[src/rtl/mips_pkg.sv]
// Shared definitions for the 5-stage MIPS core: register address width,
// hazard sequencer state encoding and counter widths.
package mips_pkg;

    localparam int NB_REG_ADDR  = 5;
    localparam int NB_STALL_CNT = 32;
    localparam int NB_SEQ_CNT   = 3;

    typedef enum logic [1:0] {
        RUN     = 2'd0,
        LSTALL  = 2'd1,
        DRAIN   = 2'd2,
        HALTED  = 2'd3
    } hcu_state_e;

endpackage

[src/rtl/hazard_compare.sv]
// Combinational source-operand vs destination match; register $0 never
// produces a hazard because it is hardwired to zero.
module hazard_compare
    import mips_pkg::*;
#(
    parameter int NB_REG_ADDR = mips_pkg::NB_REG_ADDR
) (
    input  logic [NB_REG_ADDR-1:0] i_rs,
    input  logic [NB_REG_ADDR-1:0] i_rt,
    input  logic                   i_use_rs,
    input  logic                   i_use_rt,
    input  logic [NB_REG_ADDR-1:0] i_rd,
    output logic                   o_match
);

    assign o_match = (i_rd != '0) &
                     ((i_use_rs & (i_rs == i_rd)) | (i_use_rt & (i_rt == i_rd)));

endmodule

[src/rtl/hazard_control_unit.sv]
// Pipeline hazard sequencer: load-use stalls, branch flushes, memory-wait
// freeze and HALT drain. Define HAZARD_STATS_EN to build the stall counter.
module hazard_control_unit
    import mips_pkg::*;
#(
    parameter int NB_REG_ADDR  = mips_pkg::NB_REG_ADDR,
    parameter int LOAD_LATENCY = 1,
    parameter int DRAIN_CYCLES = 3
) (
    input  logic                    i_clock,
    input  logic                    i_reset,
    input  logic [NB_REG_ADDR-1:0]  i_rs_id,
    input  logic [NB_REG_ADDR-1:0]  i_rt_id,
    input  logic                    i_use_rs,
    input  logic                    i_use_rt,
    input  logic                    i_mem_read_ex,
    input  logic [NB_REG_ADDR-1:0]  i_rd_ex,
    input  logic                    i_branch_taken,
    input  logic                    i_mem_busy,
    input  logic                    i_halt_id,
    output logic                    o_stall_pc,
    output logic                    o_stall_ifid,
    output logic                    o_bubble_idex,
    output logic                    o_flush_ifid,
    output logic                    o_flush_idex,
    output logic                    o_freeze,
    output logic                    o_halted,
    output logic [NB_STALL_CNT-1:0] o_stall_count
);

    localparam logic [NB_SEQ_CNT-1:0] LOAD_CNT_INIT  = NB_SEQ_CNT'(LOAD_LATENCY - 1);
    localparam logic [NB_SEQ_CNT-1:0] DRAIN_CNT_INIT = NB_SEQ_CNT'(DRAIN_CYCLES - 1);
    localparam logic [NB_SEQ_CNT-1:0] CNT_ONE        = NB_SEQ_CNT'(1);

    hcu_state_e             state_q, state_d;
    logic [NB_SEQ_CNT-1:0]  cnt_q, cnt_d;
    logic [NB_REG_ADDR-1:0] rd_load_q, rd_load_d;

    logic match_ex;
    logic match_load;

    logic stall_pc, stall_ifid, bubble_idex;
    logic flush_ifid, flush_idex, freeze, halted;

    hazard_compare #(.NB_REG_ADDR(NB_REG_ADDR)) u_cmp_ex (
        .i_rs     (i_rs_id),
        .i_rt     (i_rt_id),
        .i_use_rs (i_use_rs),
        .i_use_rt (i_use_rt),
        .i_rd     (i_rd_ex),
        .o_match  (match_ex)
    );

    hazard_compare #(.NB_REG_ADDR(NB_REG_ADDR)) u_cmp_load (
        .i_rs     (i_rs_id),
        .i_rt     (i_rt_id),
        .i_use_rs (i_use_rs),
        .i_use_rt (i_use_rt),
        .i_rd     (rd_load_q),
        .o_match  (match_load)
    );

    always_ff @(posedge i_clock) begin
        if (i_reset) begin
            state_q   <= RUN;
            cnt_q     <= '0;
            rd_load_q <= '0;
        end else begin
            state_q   <= state_d;
            cnt_q     <= cnt_d;
            rd_load_q <= rd_load_d;
        end
    end

    always_comb begin
        state_d     = state_q;
        cnt_d       = cnt_q;
        rd_load_d   = rd_load_q;
        stall_pc    = 1'b0;
        stall_ifid  = 1'b0;
        bubble_idex = 1'b0;
        flush_ifid  = 1'b0;
        flush_idex  = 1'b0;
        freeze      = 1'b0;
        halted      = 1'b0;

        case (state_q)
            RUN: begin
                if (i_mem_busy) begin
                    freeze = 1'b1;
                end else if (i_branch_taken) begin
                    // Consumer in ID is squashed, so any load-use match is moot.
                    flush_ifid = 1'b1;
                    flush_idex = 1'b1;
                end else if (i_mem_read_ex && match_ex) begin
                    stall_pc    = 1'b1;
                    stall_ifid  = 1'b1;
                    bubble_idex = 1'b1;
                    if (LOAD_LATENCY > 1) begin
                        rd_load_d = i_rd_ex;
                        cnt_d     = LOAD_CNT_INIT;
                        state_d   = LSTALL;
                    end
                end else if (i_halt_id) begin
                    stall_pc = 1'b1;
                    cnt_d    = DRAIN_CNT_INIT;
                    state_d  = DRAIN;
                end
            end
            LSTALL: begin
                if (i_mem_busy) begin
                    freeze = 1'b1;
                end else if (i_branch_taken) begin
                    flush_ifid = 1'b1;
                    flush_idex = 1'b1;
                    cnt_d      = '0;
                    state_d    = RUN;
                end else if (match_load) begin
                    stall_pc    = 1'b1;
                    stall_ifid  = 1'b1;
                    bubble_idex = 1'b1;
                    cnt_d       = cnt_q - CNT_ONE;
                    if (cnt_q == CNT_ONE) begin
                        state_d = RUN;
                    end
                end else begin
                    cnt_d   = '0;
                    state_d = RUN;
                end
            end
            DRAIN: begin
                if (i_mem_busy) begin
                    freeze = 1'b1;
                end else begin
                    // Keep clearing IF/ID so nothing fetched after HALT reaches ID.
                    stall_pc   = 1'b1;
                    flush_ifid = 1'b1;
                    if (cnt_q == '0) begin
                        state_d = HALTED;
                    end else begin
                        cnt_d = cnt_q - CNT_ONE;
                    end
                end
            end
            HALTED: begin
                halted   = 1'b1;
                stall_pc = 1'b1;
                freeze   = 1'b1;
            end
            default: begin
                state_d = RUN;
            end
        endcase
    end

    assign o_stall_pc    = stall_pc    & ~i_reset;
    assign o_stall_ifid  = stall_ifid  & ~i_reset;
    assign o_bubble_idex = bubble_idex & ~i_reset;
    assign o_flush_ifid  = flush_ifid  & ~i_reset;
    assign o_flush_idex  = flush_idex  & ~i_reset;
    assign o_freeze      = freeze      & ~i_reset;
    assign o_halted      = halted      & ~i_reset;

`ifdef HAZARD_STATS_EN
    logic [NB_STALL_CNT-1:0] stall_cnt_q, stall_cnt_d;

    always_comb begin
        stall_cnt_d = stall_cnt_q;
        if ((stall_pc || freeze) && (state_q != HALTED) && (stall_cnt_q != '1)) begin
            stall_cnt_d = stall_cnt_q + NB_STALL_CNT'(1);
        end
    end

    always_ff @(posedge i_clock) begin
        if (i_reset) begin
            stall_cnt_q <= '0;
        end else begin
            stall_cnt_q <= stall_cnt_d;
        end
    end

    assign o_stall_count = i_reset ? '0 : stall_cnt_q;
`else
    assign o_stall_count = '0;
`endif

endmodule

[config.mk]
export PLATFORM = sky130hd
export DESIGN_NAME = hazard_control_unit
export DESIGN_NICKNAME = d
export VERILOG_FILES = /design/src/rtl/mips_pkg.sv /design/src/rtl/hazard_compare.sv /design/src/rtl/hazard_control_unit.sv
export SDC_FILE = /design/constraint.sdc
export NUM_CORES = 1
export LEC_CHECK = 0
export BUFFER_PORTS_ARGS = -buffer_cell sky130_fd_sc_hd__buf_2
export CELL_PAD_IN_SITES_DETAIL_PLACEMENT = 1
export CELL_PAD_IN_SITES_GLOBAL_PLACEMENT = 2
export CORE_UTILIZATION = 22
export DETAILED_ROUTE_END_ITERATION = 16
export GPL_ROUTABILITY_DRIVEN = 0
export GPL_TIMING_DRIVEN = 0
export PLACE_DENSITY_LB_ADDON = 0.1
export SYNTH_ARGS = -nofsm -noshare
export SYNTH_HDL_FRONTEND = slang
export SYNTH_SLANG_ARGS = --single-unit
[constraint.sdc]
create_clock -name i_clock -period 4.8 [get_ports i_clock]
set_clock_uncertainty 0.15 [all_clocks]
set_input_delay 1.44 -clock i_clock [delete_from_list [all_inputs] [get_ports i_clock]]
set_output_delay 1.44 -clock i_clock [all_outputs]
set_load 0.03 [all_outputs]
==> results of run 1 <==
## cells in the final DEF (no fill, tap or decap), types with 3 or more instances in the layout
cell / synthesis / layout
a21oi_1: 4 / 4
buf_2: 0 / 29
buf_4: 33 / 33
clkbuf_8: 0 / 3
conb_1: 1 / 32
dfxtp_1: 5 / 5
ha_1: 7 / 7
inv_1: 6 / 6
nand2_1: 6 / 6
nand2b_1: 3 / 3
nor2_1: 9 / 9
xnor2_1: 10 / 10
## cell usage after synthesis, types with 2 or more instances
| master | number | area [µm²] |
|---|---|---|
| buf_4 | 33 | 248 |
| xnor2_1 | 10 | 87.6 |
| nor2_1 | 9 | 33.8 |
| ha_1 | 7 | 87.6 |
| inv_1 | 6 | 22.5 |
| nand2_1 | 6 | 22.5 |
| dfxtp_1 | 5 | 100 |
| a21oi_1 | 4 | 20.0 |
| nand2b_1 | 3 | 18.8 |
| a21oi_2 | 2 | 17.5 |
| mux2_1 | 2 | 22.5 |
| nand3b_1 | 2 | 15.0 |
| nand4_1 | 2 | 12.5 |
| nor2b_1 | 2 | 12.5 |
| nor3_1 | 2 | 10.0 |
| o21a_1 | 2 | 15.0 |
| o2bb2ai_1 | 2 | 17.5 |
## metrics by stage
stage,setup slack (ns),utilization,power [µW],cell area [µm²]
finish,0.451,0.322,430,1280
global route,0.314,0.322,466,1280
CTS,0.418,0.322,435,1280
detailed placement,0.441,0.311,351,1230
global placement,0.442,0.311,350,1230
floorplan,0.422,-,291,1030
## worst min-delay path by stage
stage	from	cells past startpoint	to	slack [ns]
finish	cnt_q[2]	2	cnt_q[2]	0.33
global route	cnt_q[2]	2	cnt_q[2]	0.38
CTS	cnt_q[2]	2	cnt_q[2]	0.33
detailed placement	cnt_q[2]	2	cnt_q[2]	0.33
global placement	cnt_q[2]	2	cnt_q[2]	0.33
floorplan	cnt_q[2]	2	cnt_q[2]	0.31
## flip-flops by register name, indices dropped and copies added, names as in the netlist
register,count
cnt_q,3
state_q,2
## final cells by class
class,instances,area [µm²]
Fill cell,524,2690
Tap cell,50,62.6
Inverter,6,22.5
Timing Repair Buffer,29,145
Clock buffer,4,45.0
Buffer,34,251
Multi-Input combinational cell,103,652
Sequential cell,5,100
## critical path, stage by stage
cell	delay [ns]
buf_2	0.13
or4_1	0.53
o21a_1	0.22
a21oi_1	0.16
o32ai_1	0.08
buf_2	0.19
## logic make-up after synthesis
family	synth area share
DFF	0.110
other	0.00412
AOI/OAI and AO/OA	0.171
adders and majority gates	0.0963
buffers and inverters	0.301
xor gates and xnor gates	0.0963
and+or+nand+nor	0.197
muxes	0.0248
## per-layer routing
metal  vias up  share of wire
li1        458              -
met3         2          0.089
met1       399           0.43
met4         0         0.0047
met5         -              0
met2        39           0.48
## report_power, final
| group | switching (µW) | internal [µW] |
|---|---|---|
| Clock | 22.7 | 57.2 |
| Combinational | 169 | 118 |
| Sequential | 10.3 | 53.6 |
==> flow_summary.yaml, run 1 <==
floorplanning:
  dieWidth_um: 66.3
  start_util: 0.229
  fp-row-count: 23
  io_pins: 62
  dieArea_um2: 4400
  fp.dieH_um: 66.3
  core_area_um2: 3970
yosys:
  ys.flop_type: "dfxtp_1"
  ys_seq_area_frac: 0.110
  synth_seq_cells: 5
  synth-edff-count: 0
  synth_area_um2: 910
  ys_async_sr_fraction: 0
  yosysUniqueCellTypes: 35
  synth.avg_cell_area_um2: 7.77
  netlist_instances: 117
  ys.warnings.count: 0
clock_tree:
  clockBufferDepth: 2
  path_clk_slew_ns: 0.04
  root_buffer: "clkbuf_8"
  numCtsBuffers: 3
  clk_latency_ns: 0.23
  cts.sinks: 5
  ctsHoldBuffers: 0
  cts_setup_buffers: 0
  cts_resized: 0
  htreeDepth: 1
  cts_tree: "yes"
global_routing:
  grt_first_pass_wirelength_mm: 3.61
  grtUsageMet3: 0.0328
  grt.busiest_layer: "met2"
  grt_pass1_vias: 855
  grt_util_met2: 0.194
  antenna_found_initial: 0
  gr-total-overflow: 0
  grtUsageMet1: 0.118
  grt_max_degree: 11
  track_usage: 0.106
setup_path:
  crit_type: "primary input to output port"
  path_max_fanout: 4
  critPathLaunchType: "primary input"
  ff2ff_setup_slack_ns: 2.34
  critical_path_arrival_ns: 2.76
  endpoint: "o_stall_pc"
  rr_worst_depth: 7
  reg2reg_from: "state_q[0]"
  critPathLaunch: "i_rd_ex[0]"
  worstPathRequired_ns: 3.21
  endpoint_kind: "output port"
  r2r-end: "cnt_q[1]"
drt:
  firstDrtPassIters: 2
  via_count: 898
  first_iter_violations: 15
  vias_per_cell: 3.89
  postRouteAntennaNets: 0
  wire_per_inst_um: 10.1
  drt_wl_total_mm: 2.33
  drcViolationCount: 0
timing:
  fin_tns_setup_ns: 0
  hold_slack_ns: 0.333
  max_freq_mhz: 230
  rsz0062_at_grt: "false"
  slew_violations: 0
  final_hold_viol_count: 0
  finalCritPeriodShare: 0.906
  min_period_ns: 4.35
  finalSetupViolations: 0
cells_and_area:
  nNetsFinal: 212
  drive_gt1_frac: 0.398
  stdcell_count: 231
  antennaDiodeCount: 0
  area_growth_pct: 40.6
status:
  status: "finished clean"
pwr:
  p_per_area_nw_per_um2: 337
  ir_drop_mv: 0.218
  p_leak_uw: 0.000666
run:
  maxCapViolations: 0
min_path:
  hold_class: "flip-flop to flip-flop"
placement:
  io_buffer_count: 29
  dp_hpwl_mm: 2.00
  dp_cells: 227
Note: power is estimated with default switching activity, not from simulation.
==> inputs of run 2 (changes only) <==
--- a/config.mk
+++ b/config.mk
@@ -8,11 +8,12 @@
 export BUFFER_PORTS_ARGS = -buffer_cell sky130_fd_sc_hd__buf_2
 export CELL_PAD_IN_SITES_DETAIL_PLACEMENT = 1
 export CELL_PAD_IN_SITES_GLOBAL_PLACEMENT = 2
-export CORE_UTILIZATION = 22
+export CORE_UTILIZATION = 25
 export DETAILED_ROUTE_END_ITERATION = 16
 export GPL_ROUTABILITY_DRIVEN = 0
 export GPL_TIMING_DRIVEN = 0
 export PLACE_DENSITY_LB_ADDON = 0.1
 export SYNTH_ARGS = -nofsm -noshare
 export SYNTH_HDL_FRONTEND = slang
+export SYNTH_HIERARCHICAL = 1
 export SYNTH_SLANG_ARGS = --single-unit
==> constraint.sdc (replaced) <==
create_clock -name i_clock -period 4.8 [get_ports i_clock]
set_clock_uncertainty 0.15 [all_clocks]
set_input_delay 0.96 -clock i_clock [delete_from_list [all_inputs] [get_ports i_clock]]
set_output_delay 0.96 -clock i_clock [all_outputs]
set_load 0.03 [all_outputs]
==> run 2 against run 1 <==
- count of clock-buffer cells in the layout did not move
- flip-flop and latch count unchanged
- wire length up 17%
- critical path depth increased by 3
- fmax increased by 7.9%
- hold slack improved by 0.014 ns
- worst setup slack gained 0.32 ns
- critical path type unchanged
- critical endpoint is now o_stall_ifid
==> flow_summary.yaml, run 2 <==
global_routing:
  grtUsageMet1: 0.140
  gr-total-overflow: 0
  grtUsageMet3: 0.0169
  track_usage: 0.123
  grt.busiest_layer: "met2"
  grt_pass1_vias: 1014
  grt_first_pass_wirelength_mm: 4.35
  grt_util_met2: 0.234
  grt_max_degree: 11
  antenna_found_initial: 0
setup_path:
  critical_path_arrival_ns: 2.92
  crit_type: "primary input to output port"
  endpoint_kind: "output port"
  critical-path-top-delay-family: "compound AO/OA/AOI/OAI gates"
  crit_buf_inv: 3
  path_max_fanout: 3
  crit_path_max_incr_delay_ns: 0.55
  cp_cell_sequence: "buf_2 > xor2_1 > nor4_1 > nand3_1 > a21oi_1 > nand3_1 > a2111oi_1 > buf_4 > buf_2"
  critPathLaunchType: "primary input"
  cp_slowest_cell: "a2111oi_1"
  worstPathRequired_ns: 3.69
yosys:
  ys_async_sr_fraction: 0
  synth.avg_cell_area_um2: 7.99
  yosysUniqueCellTypes: 41
  ys.flop_type: "dfxtp_1"
  synth_top_area_share: 0.230
  ys_seq_area_frac: 0.0928
  synth_area_um2: 1080
  synth-edff-count: 0
  yosysMostFrequentCell: "buf_4"
  yosys-top-cells-area: "buf_4 23%, xor2_1 13%, ha_1 10%, dfxtp_1 9.3%, xnor2_1 3.2%"
  yosys-top-cells-count: "33 x buf_4, 16 x xor2_1, 9 x ha_1"
  netlist_instances: 135
  synth_seq_cells: 5
  ys.warnings.count: 6
  synth_top_area_cell: "buf_4"
drt:
  postRouteAntennaNets: 0
  firstDrtPassIters: 2
  first_iter_violations: 15
  via_count: 1068
  vias_per_cell: 4.05
  drcViolationCount: 0
  drt_wl_total_mm: 2.73
  wire_per_inst_um: 10.3
pwr:
  p_leak_uw: 0.000796
  ir_drop_mv: 0.0945
  p_per_area_nw_per_um2: 234
  p_total_uw: 352
run:
  maxCapViolations: 0
timing:
  fin_tns_setup_ns: 0
  slew_violations: 0
  max_freq_mhz: 248
  finalCritPeriodShare: 0.840
  finalSetupViolations: 0
  rsz0062_at_grt: "false"
  final_hold_viol_count: 0
  min_period_ns: 4.03
floorplanning:
  fp-row-count: 23
  io_pins: 62
  core_area_um2: 4060
  fp.dieH_um: 67.7
  dieWidth_um: 67.7
  dieArea_um2: 4580
  start_util: 0.266
clock_tree:
  cts.sinks: 5
  cts_setup_buffers: 0
  htreeDepth: 1
  clk_latency_ns: 0.23
  ctsHoldBuffers: 0
  root_buffer: "clkbuf_8"
  clockBufferDepth: 2
  path_clk_slew_ns: 0.04
  cts_tree: "yes"
  numCtsBuffers: 3
  cts_resized: 0
cells_and_area:
  antennaDiodeCount: 0
  fillCellCount: 559
  drive_gt1_frac: 0.332
  largest_register_ffs: 3
  area_growth_pct: 39.6
  layout_commonest_cell: "conb_1"
  layout_common_cells: "47 x conb_1, 33 x buf_4, 29 x buf_2"
  reg.largest.list: "cnt_q: 3 flops, state_q: 2 flops"
  regMostFlops: "cnt_q"
  nNetsFinal: 247
status:
  status: "finished clean"
placement:
  io_buffer_count: 29
  dp_hpwl_mm: 2.32
min_path:
  hold_class: "flip-flop to flip-flop"
run 2: worst paths after layout:
| kind | startpoint | endpoint | slack (ns) | cells after the start |
|---|---|---|---|---|
| max reg2reg | state_q[0] | state_q[1] | 2.48 | 6 |
| min reg2reg | cnt_q[0] | cnt_q[0] | 0.35 | 1 |
| max | i_rd_ex[1] | o_stall_ifid | 0.77 | 9 |
| min | cnt_q[0] | cnt_q[0] | 0.35 | 1 |
run 2: kinds of logic (layout without fill, tap and decap cells):
| group | after synthesis | in the layout | synth area share |
|---|---|---|---|
| other | 1 | 47 | 0.00348 |
| flip-flops | 5 | 5 | 0.0928 |
| XOR/XNOR | 20 | 20 | 0.162 |
| multiplexers | 2 | 2 | 0.0232 |
| adder cells (fa/ha/maj) | 9 | 9 | 0.104 |
| buffers and inverters | 41 | 74 | 0.258 |
| AO/OA/AOI/OAI | 19 | 19 | 0.146 |
| AND/OR/NAND/NOR | 38 | 38 | 0.210 |
run 2: final cells by class:
type | instances | area (µm²) | share of cell area
Timing Repair Buffer | 29 | 145 | 0.0964
Buffer | 34 | 251 | 0.167
Inverter | 7 | 26.3 | 0.0175
Sequential cell | 5 | 100 | 0.0665
Clock buffer | 4 | 45.0 | 0.0299
Tap cell | 50 | 62.6 | 0.0416
Multi-Input combinational cell | 135 | 875 | 0.581
run 2: per-layer routing:
metal | wire [µm] | part of all wire
met5 | 0 | 0
met4 | 30 | 0.011
met3 | 205 | 0.075
met2 | 1350 | 0.49
met1 | 1150 | 0.42
run 2: worst reg2reg max path, stage by stage, from the launching register on:
cell	delay [ns]
dfxtp_1	0.39
inv_1	0.12
ha_1	0.28
nor2b_1	0.18
or3_4	0.39
a2111oi_4	0.36
mux2_4	0.33
run 2: power by group:
group / leakage (µW) / total (µW) / internal (µW) / switching, µW
combinational: 0.000732 / 215 / 86.1 / 129
clock: 0.0000228 / 82.8 / 57.5 / 25.4
sequential: 0.0000407 / 53.6 / 48.4 / 5.26
run 2: through the flow:
step           setup WS, ns  hold slack (ns)  instance area [µm²]  cells  utilization
2_1_floorplan         0.318            0.297                 1250    181            -
3_3_place_gp          0.771            0.324                 1460    260        0.360
3_5_place_dp          0.722            0.347                 1460    260        0.360
4_1_cts               0.712            0.353                 1510    264        0.371
5_1_grt               0.572            0.401                 1510    264        0.371
6_report              0.769            0.347                 1510    264        0.371
==> inputs of run 3 (changes only) <==
--- a/config.mk
+++ b/config.mk
@@ -5,10 +5,11 @@
 export SDC_FILE = /design/constraint.sdc
 export NUM_CORES = 1
 export LEC_CHECK = 0
+export ABC_AREA = 1
 export BUFFER_PORTS_ARGS = -buffer_cell sky130_fd_sc_hd__buf_2
 export CELL_PAD_IN_SITES_DETAIL_PLACEMENT = 1
 export CELL_PAD_IN_SITES_GLOBAL_PLACEMENT = 2
-export CORE_UTILIZATION = 25
+export CORE_UTILIZATION = 21
 export DETAILED_ROUTE_END_ITERATION = 16
 export GPL_ROUTABILITY_DRIVEN = 0
 export GPL_TIMING_DRIVEN = 0
==> constraint.sdc (replaced) <==
create_clock -name i_clock -period 4.1 [get_ports i_clock]
set_clock_uncertainty 0.15 [all_clocks]
set_input_delay 0.82 -clock i_clock [delete_from_list [all_inputs] [get_ports i_clock]]
set_output_delay 0.82 -clock i_clock [all_outputs]
set_load 0.03 [all_outputs]
==> run 3 against run 2 <==
- non-clock buffer count shrank 1
- hold slack better by 0.029 ns
- die area increased by 43%
- highest routed layer unchanged
- combinational power grew 130%
- critical endpoint unchanged
- wire length up 23%
==> flow_summary.yaml, run 3 <==
status:
  status: "finished clean"
timing:
  slew_violations: 0
  final_hold_viol_count: 0
  finalSetupViolations: 0
  rsz0062_at_grt: "false"
  finalCritPeriodShare: 0.767
  setup_slack_ns: 0.955
  max_freq_mhz: 318
  min_period_ns: 3.14
  fin_tns_setup_ns: 0
floorplanning:
  io_pins: 62
  fp-row-count: 28
  fp.dieH_um: 80.8
  start_util: 0.219
  dieArea_um2: 6530
  dieWidth_um: 80.8
  core_area_um2: 5960
yosys:
  synth_top_area_share: 0.219
  yosysUniqueCellTypes: 19
  yosys-top-cells-count: "76 x nand2_1, 36 x inv_1, 33 x buf_4"
  yosys-top-cells-area: "nand2_1 22%, buf_4 19%, inv_1 10%, ha_1 8.6%, nor2_1 8.6%"
  synth-edff-count: 0
  ys_async_sr_fraction: 0
  synth_top_area_cell: "nand2_1"
  yosysMostFrequentCell: "nand2_1"
  synth.avg_cell_area_um2: 5.30
  synth_area_um2: 1310
  ys.flop_type: "dfxtp_1"
  ys_seq_area_frac: 0.0767
  netlist_instances: 246
  ys.warnings.count: 6
  synth_seq_cells: 5
cells_and_area:
  layout_common_cells: "76 x nand2_1, 50 x conb_1, 36 x inv_1"
  final_util: 0.298
  nNetsFinal: 361
  reg.largest.list: "cnt_q: 3 flops, state_q: 2 flops"
  largest_register_ffs: 3
  antennaDiodeCount: 0
  fillCellCount: 830
  layout_commonest_cell: "nand2_1"
  regMostFlops: "cnt_q"
  stdcell_count: 403
  drive_gt1_frac: 0.262
  area_growth_pct: 35.9
drt:
  first_iter_violations: 17
  wire_per_inst_um: 8.31
  drcViolationCount: 0
  firstDrtPassIters: 4
  drt_wl_total_mm: 3.35
  postRouteAntennaNets: 0
  via_count: 1434
  vias_per_cell: 3.56
clock_tree:
  clockBufferDepth: 2
  path_clk_slew_ns: 0.04
  numCtsBuffers: 3
  ctsHoldBuffers: 0
  clk_latency_ns: 0.22
  cts_tree: "yes"
  cts.sinks: 5
  htreeDepth: 1
  root_buffer: "clkbuf_8"
  cts_setup_buffers: 0
  cts_resized: 0
pwr:
  p_leak_uw: 0.00115
  p_total_uw: 674
  p_per_area_nw_per_um2: 380
  ir_drop_mv: 0.169
setup_path:
  crit_type: "primary input to output port"
  ff2ff_setup_slack_ns: 2.38
  endpoint_kind: "output port"
  worstPathRequired_ns: 3.13
  critPathLaunchType: "primary input"
  path_max_fanout: 4
  critical_path_arrival_ns: 2.17
placement:
  dp_hpwl_mm: 2.98
  dp_cells: 399
  pre_cts_ws_ns: 0.920
  io_buffer_count: 29
global_routing:
  track_usage: 0.105
  grt_first_pass_wirelength_mm: 5.42
  grt_max_degree: 7
  gr-total-overflow: 0
  grt_pass1_vias: 1282
  antenna_found_initial: 0
min_path:
  hold_class: "flip-flop to flip-flop"
run:
  maxCapViolations: 0
[run 3: cell count changes after synthesis, moves of 3 or more]
cell / previous run / this run
a21oi_1: 3 / 9
inv_1: 7 / 36
inv_2: 0 / 11
nand2_1: 4 / 76
nand2_2: 0 / 5
nand2b_1: 4 / 0
nand3_1: 6 / 15
nor2_1: 7 / 30
nor2_2: 0 / 3
nor4_1: 3 / 0
o21a_1: 3 / 0
o21ai_0: 1 / 4
xnor2_1: 4 / 0
xor2_1: 16 / 0
[run 3: worst paths after layout]
check	depth (start not counted)	to	start
worst max register to register	8	cnt_q[1]	state_q[0]
worst max-delay path	11	o_stall_ifid	i_rd_ex[1]
worst min-delay path	2	cnt_q[0]	cnt_q[0]
worst min register to register	2	cnt_q[0]	cnt_q[0]
[run 3: kinds of logic (layout without fill, tap and decap cells)]
family	Yosys count	count (layout)	share of synthesized area
other cells	1	50	0.00287
simple gates	135	135	0.442
fa+ha+maj	9	9	0.0863
compound gates	16	16	0.0671
buf+inv	80	113	0.325
flops	5	5	0.0767
[run 3: layout make-up]
class                      count  area (µm²)  share of cell area
multi-input combinational    210         965               0.544
buffer                        33         248               0.140
inverter                      47         176              0.0995
timing repair buffer          29         145              0.0819
sequential                     5         100              0.0565
tap                           75        93.8              0.0529
clock buffer                   4        45.0              0.0254
[run 3: layer usage]
metal | up-vias | global-route usage | part of all wire
met3 | 5 | 0.0124 | 0.062
li1 | 813 | - | -
met1 | 572 | 0.140 | 0.52
met5 | - | 0 | 0
met4 | 0 | 0.0268 | 0.011
met2 | 44 | 0.176 | 0.40
[run 3: through the flow]
step / hold slack [ns] / cell area, µm²
finish: 0.376 / 1770
global route: 0.416 / 1770
CTS: 0.379 / 1770
detailed placement: 0.374 / 1730
global placement: 0.358 / 1730
floorplan: 0.330 / 1490
[run 3: where the power goes]
part           internal [µW]  switching (µW)  total (µW)  leakage [µW]
combinational            172             316         488       0.00108
sequential              72.3            19.9        92.2     0.0000411
clock                   66.9            26.3        93.2     0.0000228
[run 3: critical path, cell delays in order]
cell and delay (ns):
buf_2 0.13, inv_2 0.05, nand2_2 0.04, nand2_1 0.05, nor2_1 0.14, nand3_1 0.09, a21oi_1 0.22, nand3_1 0.12
a21oi_1 0.20, buf_4 0.13, buf_2 0.18
